### src/rtl/fetch_unit.sv
// Instruction-fetch stage: owns the PC, talks req/ack to instruction memory and
// feeds IF/ID one instruction per cycle. Optional counters under FETCH_PERF_CNT_EN.
module fetch_unit #(
    parameter logic [31:0] RESET_PC = 32'h0000_0000,
    parameter logic [31:0] PC_STEP  = 32'd4
) (
    input  logic        clk_i,
    input  logic        rst_i,
    input  logic        stall_i,
    input  logic        redirect_i,
    input  logic [31:0] redirect_pc_i,
    output logic        imem_req_o,
    output logic [31:0] imem_addr_o,
    input  logic        imem_ack_i,
    input  logic [31:0] imem_data_i,
    output logic        valid_o,
    output logic [31:0] pc_o,
    output logic [31:0] inst_o
`ifdef FETCH_PERF_CNT_EN
    ,
    output logic [31:0] fetch_cnt_o,
    output logic [31:0] bubble_cnt_o
`endif
);

    localparam int unsigned XLEN = 32;

    typedef enum logic [1:0] {
        IDLE = 2'd0,
        REQ  = 2'd1,
        HOLD = 2'd2,
        DROP = 2'd3
    } state_t;

    state_t          state;
    logic [XLEN-1:0] pc;
    logic [XLEN-1:0] req_addr;
    logic [XLEN-1:0] hold_inst;

    // State, PC and hold buffer; redirect overrides every non-IDLE decision.
    always_ff @(posedge clk_i) begin
        if (rst_i) begin
            state     <= IDLE;
            pc        <= RESET_PC;
            req_addr  <= '0;
            hold_inst <= '0;
        end else begin
            case (state)
                IDLE: state <= REQ;
                REQ: begin
                    if (redirect_i) begin
                        pc <= redirect_pc_i;
                        if (!imem_ack_i) begin
                            req_addr <= pc;
                            state    <= DROP;
                        end
                    end else if (imem_ack_i) begin
                        if (stall_i) begin
                            hold_inst <= imem_data_i;
                            state     <= HOLD;
                        end else begin
                            pc <= XLEN'(pc + PC_STEP);
                        end
                    end
                end
                HOLD: begin
                    if (redirect_i) begin
                        pc        <= redirect_pc_i;
                        hold_inst <= '0;
                        state     <= REQ;
                    end else if (!stall_i) begin
                        pc    <= XLEN'(pc + PC_STEP);
                        state <= REQ;
                    end
                end
                DROP: begin
                    // Old request must complete before a new address can be issued.
                    if (redirect_i) begin
                        pc <= redirect_pc_i;
                    end else if (imem_ack_i) begin
                        state <= REQ;
                    end
                end
                default: state <= IDLE;
            endcase
        end
    end

    // Memory request and IF/ID presentation; a zero-wait ack delivers in the same cycle.
    always_comb begin
        imem_req_o  = 1'b0;
        imem_addr_o = '0;
        valid_o     = 1'b0;
        pc_o        = '0;
        inst_o      = '0;
        case (state)
            REQ: begin
                imem_req_o  = 1'b1;
                imem_addr_o = pc;
                if (imem_ack_i && !redirect_i) begin
                    valid_o = 1'b1;
                    pc_o    = pc;
                    inst_o  = imem_data_i;
                end
            end
            HOLD: begin
                if (!redirect_i) begin
                    valid_o = 1'b1;
                    pc_o    = pc;
                    inst_o  = hold_inst;
                end
            end
            DROP: begin
                imem_req_o  = 1'b1;
                imem_addr_o = req_addr;
            end
            default: ;
        endcase
    end

`ifdef FETCH_PERF_CNT_EN
    // Consumed-instruction and bubble counters, free-running modulo 2^32.
    always_ff @(posedge clk_i) begin
        if (rst_i) begin
            fetch_cnt_o  <= '0;
            bubble_cnt_o <= '0;
        end else begin
            if (valid_o && !stall_i && !redirect_i) begin
                fetch_cnt_o <= XLEN'(fetch_cnt_o + 32'd1);
            end
            if (!valid_o) begin
                bubble_cnt_o <= XLEN'(bubble_cnt_o + 32'd1);
            end
        end
    end
`endif

endmodule
### config.mk
export PLATFORM = sky130hd
export DESIGN_NAME = fetch_unit
export DESIGN_NICKNAME = d
export VERILOG_FILES = /design/src/rtl/fetch_unit.sv
export SDC_FILE = /design/constraint.sdc
export NUM_CORES = 1
export LEC_CHECK = 0
export CAP_MARGIN = 20
export CORE_UTILIZATION = 30
export CTS_CLUSTER_SIZE = 12
export DETAILED_ROUTE_END_ITERATION = 7
export SLEW_MARGIN = 20
export SYNTH_ARGS = -nofsm -noshare
export SYNTH_HDL_FRONTEND = slang
export SYNTH_SLANG_ARGS = --single-unit
export TNS_END_PERCENT = 50
### constraint.sdc
create_clock -name clk_i -period 3.1 [get_ports clk_i]
set_clock_uncertainty 0.15 [all_clocks]
set_input_delay 0.775 -clock clk_i [delete_from_list [all_inputs] [get_ports clk_i]]
set_output_delay 0.775 -clock clk_i [all_outputs]
set_load 0.01 [all_outputs]
==> metrics.md, run 1 <==
| Metric | Value |
|---|---|
| Htree depth | 3 |
| Latest clock arrival within the worst-skew pair | 0.36 ns |
| Switching part of the total | 29.1% |
| Peak supply drop | 0.278 mV |
| Post-synth EDFFs | 0 |
| Worst EP required | 2.17 ns |
| Worst path setup slack after routing | 0.0648 ns |
| Wirelength per Cell | 16.9 um |
| Synthesized cell area | 5480 um2 |
| Cell repeated most along the worst path | dlygate4sd2_1 |
| Clock-pin slew on the worst setup and hold paths | 0.06 ns |
| Hold WS | 0.304 ns |
| Max Cap Viol | 0 |
| First-pass GRT wire length | 28.6 mm |
| Syn Nets | 785 |
| Critical path origin | imem_ack_i |
| Fin. Hold Viols | 0 |
| Pre-CTS WS | -0.383 ns |
| Die height | 137 um |
| Largest net degree at the start of global routing | 55 |
| CTS tree | done |
| Largest family of logic cells by synthesized area | compound AO/OA/AOI/OAI gates |
| Syn Area/Cell | 7.71 um2 |
| Final GP Congestion | 0.821 |
| HPWL Detailed | 12.5 mm |
| Internal power contribution | 0.00235 W |
| Vias in the first global route | 5325 |
| Register bit total from synthesis | 98 |
| CTS max path bufs | 2 |
| Leak pwr | 2.95 nW |
| Post-layout util | 43.4% |
| Core ar. | 17900 um2 |
| # diodes | 0 |
| Data arrival, critical path | 2.11 ns |
| Worst Hold Class | register to register |
| Post-Synth Adder-Cell Area | 1.14% |
| Initial antenna violation count | 0 |
| CTS buffer count | 9 |
| Post-synthesis cell count | 711 |
| Multiplexer share of the synthesized area | 1.48% |
| Synthesized-area fraction occupied by ao, oa, aoi and oai cells | 28.4% |
| CP startpoint kind | input port |
| Vias post-DR | 5779 |
| Seq/Total Area, Yosys | 35.8% |
| Main synth FF type | dfxtp_1 |
| Grt total ovfl | 0 |
| # rows | 49 |
| Hold buffer count at CTS | 0 |
| Max Fclk | 0.329 GHz |
| Crit path cell chain | dlygate4sd2_1 -> and3b_2 -> o21a_1 -> buf_12 -> and2_2 -> dlygate4sd2_1 |
| Slew Limit Fails | 0 |
| 1st-pass router iterations | 5 |
| Register-to-register setup slack | 0.55 ns |
| Fraction of synthesized cell area in xor and xnor cells | 0% |
| Post-synthesis cell type count | 60 |
| Final Cycle Share | 97.9% |
| Vias per inst | 5.25 |
| Die Area | 18800 um2 |
| CP max-delay cell | dlygate4sd2_1 |
| Kind of critical path | input port to output pin |
| CTS sink count | 98 |
| Worst Tran Pin Value | 0.597 ns |
| Net count, final | 941 |
| Drt drc | 0 |
| Simple logic cell fraction of the synthesized area | 26.4% |
| Initial core utilization | 30.6% |
| Logic gate share of total power | 23.1% |
| Worst Setup EP | pc_o[9] |
| Final setup viols | 0 |
| PwrDens | 427 nW/um2 |
| RR Startpoint | state[0] |
| Period minus WS final | 3.04 ns |
| Slowest stage delay, CP | 0.27 ns |
| Routed Antenna Nets | 0 |
| Status | finished clean |
| Ys Warns | 0 |
| 1st-iter DRT viols | 380 |
| WL final | 18.6 mm |
| Sw Pwr | 0.000966 W |
| Async S/R FF share, synth | 0% |
| Area grow syn2layout | 41.7% |
| Cell count of the worst reg-to-reg path | 8 |
| Clock share of power | 34.8% |
| # port buffers | 166 |
| Setup crit end kind | output pin |
| RR Endpoint | pc[10] |
| Unrepaired setup endpoints after global routing | false |
| Flop pwr share | 42.2% |
| # IOs | 167 |
| Root Buffer | clkbuf_16 |
| CP max FO | 25 |
| Total track usage | 19.8% |
| Layout cells sized above 1 | 8.94% |
| Worst rel slew slack | 60.2% |
| Chip width | 137 um |
==> power by group through the flow <==
stage	Clock [W]	Combinational, W	Sequential (W)
6_report	0.00115	0.000765	0.00140
5_1_grt	0.00124	0.000830	0.00141
4_1_cts	0.00119	0.000748	0.00139
3_5_place_dp	0	0.000751	0.00142
3_3_place_gp	0	0.000751	0.00142
2_1_floorplan	0	0.000413	0.00139
==> worst min-delay path by stage <==
stage	slack, ns	start	endpoint	cells past startpoint
floorplan	0.29	req_addr[9]	req_addr[9]	2
global placement	0.29	req_addr[14]	req_addr[14]	2
detailed placement	0.30	req_addr[13]	req_addr[13]	2
CTS	0.31	req_addr[18]	req_addr[18]	2
global route	0.32	req_addr[18]	req_addr[18]	2
finish	0.30	req_addr[25]	req_addr[25]	2
==> repair_timing <==
item	4_1_cts	5_1_grt
buffers inserted	1	6
pin swaps	2	1
endpoints found under the setup margin	67	57
gates resized for setup	77	6
==> per-layer routing <==
metal / routed length [um] / global-route usage (%)
met4: 246 / 5.13
met3: 1410 / 6.19
met5: 0 / 0
met2: 8630 / 31.5
met1: 8350 / 25.7
==> sequential cells by signal, indices dropped and copies added, names as in the netlist <==
register	flops
pc	32
state	2
hold_inst	32
req_addr	32
==> worst max-delay path: cells and delay by family <==
family	cells	cell delay (ns)
buffers and inverters	3	0.70
AOI/OAI and AO/OA	1	0.21
and+or+nand+nor	2	0.42
==> kinds of logic after synthesis <==
group,after synthesis
AOI/OAI and AO/OA,224
adders and majority gates,5
buffers and inverters,82
DFF,98
muxes,8
and+or+nand+nor,294
==> area by class of cell <==
type	count	area, um2
fillers	1843	10100
multi-input cells	531	3170
repair buffers	211	1980
flip-flops and latches	98	1960
well taps	229	287
clock buffers	14	264
inverters	16	63.8
clock inverters	2	35.0
==> stage by stage <==
step | total power [W] | TNS [ns] | cell area (um2) | instances
after floorplan | 0.00180 | 0 | 5480 | 711
after global placement | 0.00217 | -20.68 | 7460 | 1078
after detailed placement | 0.00217 | -21.54 | 7460 | 1078
after CTS | 0.00334 | 0 | 7710 | 1095
after global routing | 0.00348 | 0 | 7760 | 1101
final | 0.00331 | 0 | 7760 | 1101
==> cell usage in the layout, fill, tap and decap left out, drive strengths merged, types with 9 or more instances in the layout <==
cell	n
o21ai	23
a22oi	65
nand2	105
a32oi	9
o211ai	9
nand3	12
nor2	58
clkbuf	14
nor2b	35
dlygate4sd2	65
clkdlybuf4s50	98
a22o	26
buf	46
nor3	10
a21oi	56
dfxtp	98
nand4	9
inv	14
and2	35
==> cells in the mapped netlist, drive strengths merged, types with 3 or more instances <==
cell type | n | share of area, %
or2 | 5 | 0.62
a21oi | 56 | 5.1
and3 | 3 | 0.34
ha | 5 | 1.1
buf | 11 | 1.2
mux2i | 7 | 1.3
a221oi | 3 | 0.48
nor2 | 58 | 4.0
clkbuf | 53 | 4.2
a31oi | 4 | 0.46
a32oi | 9 | 1.4
nor3 | 10 | 0.91
nor4 | 8 | 0.91
o21a | 4 | 0.55
nand3 | 12 | 1.1
a22oi | 65 | 8.9
o21ai | 23 | 2.1
a22o | 26 | 4.2
nand4 | 9 | 1.3
nand2 | 105 | 7.2
inv | 15 | 1.0
nor2b | 35 | 4.0
and2 | 35 | 4.0
o211ai | 9 | 1.2
o32ai | 5 | 0.80
or4 | 4 | 0.55
dfxtp | 98 | 36
Note: power is estimated with default switching activity, not from simulation.
==> run 2: changes to the inputs <==
clock period = 3.9 ns   (was 3.1 ns; I/O delays follow)
==> run 2 against run 1 <==
Register-to-register slack better by 0.58 ns. Combinational power decreased by 26%. Critical path type unchanged. First-iteration DRC count is 4.7% lower. Largest power group unchanged.
==> metrics.md, run 2 (synthesis results as in run 1) <==
| Metric | Value |
|---|---|
| Worst Hold Class | register to register |
| Vias per inst | 5.31 (+1.1%) |
| Max Cap Viol | 0 (unchanged) |
| Worst path setup slack after routing | 0.0695 ns (+0.00471 ns) |
| 1st-iter DRT viols | 362 (-4.7%) |
| Core ar. | 17900 um2 (unchanged) |
| Peak supply drop | 0.232 mV (-16%) |
| Fin. Hold Viols | 0 (unchanged) |
| Final Cycle Share | 98.2% |
| # diodes | 0 (unchanged) |
| Area grow syn2layout | 41.6% (about the same) |
| CTS buffer count | 9 (unchanged) |
| Setup crit end kind | output pin |
| RR Endpoint | pc[25] |
| Unrepaired setup endpoints after global routing | true |
| CP startpoint kind | input port |
| CTS tree | done |
| Die Area | 18800 um2 (unchanged) |
| Period minus WS final | 3.83 ns |
| # rows | 49 (unchanged) |
| Routed Antenna Nets | 0 (unchanged) |
| WL final | 18.4 mm (-1.3%) |
| First-pass GRT wire length | 28.8 mm (+0.90%) |
| Status | finished clean |
| Vias post-DR | 5744 (-0.61%) |
| CTS sink count | 98 (unchanged) |
| Latest clock arrival within the worst-skew pair | 0.35 ns (about the same) |
| Register-to-register setup slack | 1.13 ns (+0.58 ns) |
| Kind of critical path | input port to output pin |
| Most frequent cells in the layout | 130 x clkdlybuf4s50_1, 105 x nand2_1, 98 x dfxtp_1 |
| # port buffers | 166 (unchanged) |
| Drt drc | 0 (unchanged) |
| # fillers | 1836 (-0.38%) |
| Cell count of the worst reg-to-reg path | 8 (unchanged) |
| Slew Limit Fails | 0 (unchanged) |
| Placed instance area | 7350 um2 (-1.4%) |
| Worst Tran Pin Value | 0.654 ns (+0.0575 ns) |
| Die height | 137 um (unchanged) |
| Initial core utilization | 30.6% (unchanged) |
| Layout cells sized above 1 | 6.68% (-2.3 points) |
| 1st-pass router iterations | 5 (unchanged) |
| Net count, final | 924 (-1.8%) |
| Clock-pin slew on the worst setup and hold paths | 0.07 ns (about the same) |
| Pre-CTS WS | 0.0150 ns (+0.399 ns) |
| Final GP Congestion | 0.825 (+0.50%) |
| Initial antenna violation count | 0 (unchanged) |
| Data arrival, critical path | 2.71 ns (+0.60 ns) |
| Total track usage | 19.7% (-0.12 points) |
| Hold wc startpoint | req_addr[9] |
| Largest regs | hold_inst x32, pc x32, req_addr x32 |
| Hold buffer count at CTS | 0 (unchanged) |
| Worst rel slew slack | 56.0% (-4.2 points) |
| RR Startpoint | state[0] |
| Leak pwr | 3.18 nW (+7.9%) |
| Htree depth | 3 (unchanged) |
| CP max FO | 22 (-12%) |
| # IOs | 167 (unchanged) |
| Power Total | 0.00256 W (-23%) |
| Worst Hold Path Cells | 2 (unchanged) |
| Final setup viols | 0 (unchanged) |
| PwrDens | 330 nW/um2 (-23%) |
| Worst EP required | 2.77 ns (+0.60 ns) |
| Largest net degree at the start of global routing | 53 (-3.6%) |
| Wirelength per Cell | 17.0 um (+0.45%) |
| Grt total ovfl | 0 (unchanged) |
| Post-route cell area | 7760 um2 (about the same) |
| Max Fclk | 0.261 GHz |
| Root Buffer | clkbuf_16 |
| Hold Path Sink | req_addr[9] |
| Critical path origin | imem_ack_i |
| HPWL Detailed | 12.6 mm (+0.25%) |
| Commonest non-fill, non-tap cell in the layout | clkdlybuf4s50_1 |
| Vias in the first global route | 5397 (+1.4%) |
| Chip width | 137 um (unchanged) |
| Fin Setup TNS | 0 ns (unchanged) |
| CTS max path bufs | 2 (unchanged) |
-- run 2: final cells by class --
type,instances,area [um2],area share (%)
clock buffer,11,233,3.00
clock inverter,3,42.5,0.548
inverter,16,60.1,0.774
multi-input combinational,531,3170,40.8
sequential,98,1960,25.3
tap,229,287,3.69
timing repair buffer,194,2010,25.9
-- run 2: worst max-delay path by stage --
stage,end,slack (ns),depth (start not counted)
after CTS,inst_o[3],-0.009,6
after global placement,inst_o[31],0.03,6
after detailed placement,inst_o[20],0.02,6
after floorplan,pc_o[9],0.63,6
final,inst_o[3],0.07,6
after global routing,inst_o[31],-0.03,6
-- run 2: report_power, final --
group | total (W) | leakage (nW) | internal (W) | switching [W]
combinational | 0.000564 | 2.26 | 0.000269 | 0.000295
clock | 0.000876 | 0.131 | 0.000490 | 0.000386
sequential | 0.00112 | 0.795 | 0.00105 | 0.0000770
total | 0.00256 | 3.18 | 0.00181 | 0.000758
-- run 2: worst max-delay path: stages --
cell	delay, ns
clkdlybuf4s50_1	0.50
and3b_2	0.25
buf_8	0.19
a22oi_1	0.09
nor2b_1	0.13
clkdlybuf4s50_1	0.57
-- run 2: layer usage --
layer / vias up / global-route usage, % / part of all wire [%]
li1: 2826 / - / -
met1: 2693 / 25.6 / 45
met2: 209 / 31.8 / 46
met3: 16 / 5.81 / 8.1
met4: 0 / 4.33 / 0.91
met5: - / 0 / 0
-- run 2: what timing repair did --
action,CTS,global route
gates resized for setup,0,41
gates cloned,0,1
buffers inserted,0,0
endpoints found under the setup margin,1,60
-- run 2: metrics by stage --
| step | cells | util, % | hold slack [ns] |
|---|---|---|---|
| 2_1_floorplan | 711 | - | 0.286 |
| 3_3_place_gp | 1067 | 41.1 | 0.292 |
| 3_5_place_dp | 1067 | 41.1 | 0.297 |
| 4_1_cts | 1081 | 42.6 | 0.306 |
| 5_1_grt | 1082 | 43.3 | 0.322 |
| 6_report | 1082 | 43.3 | 0.303 |
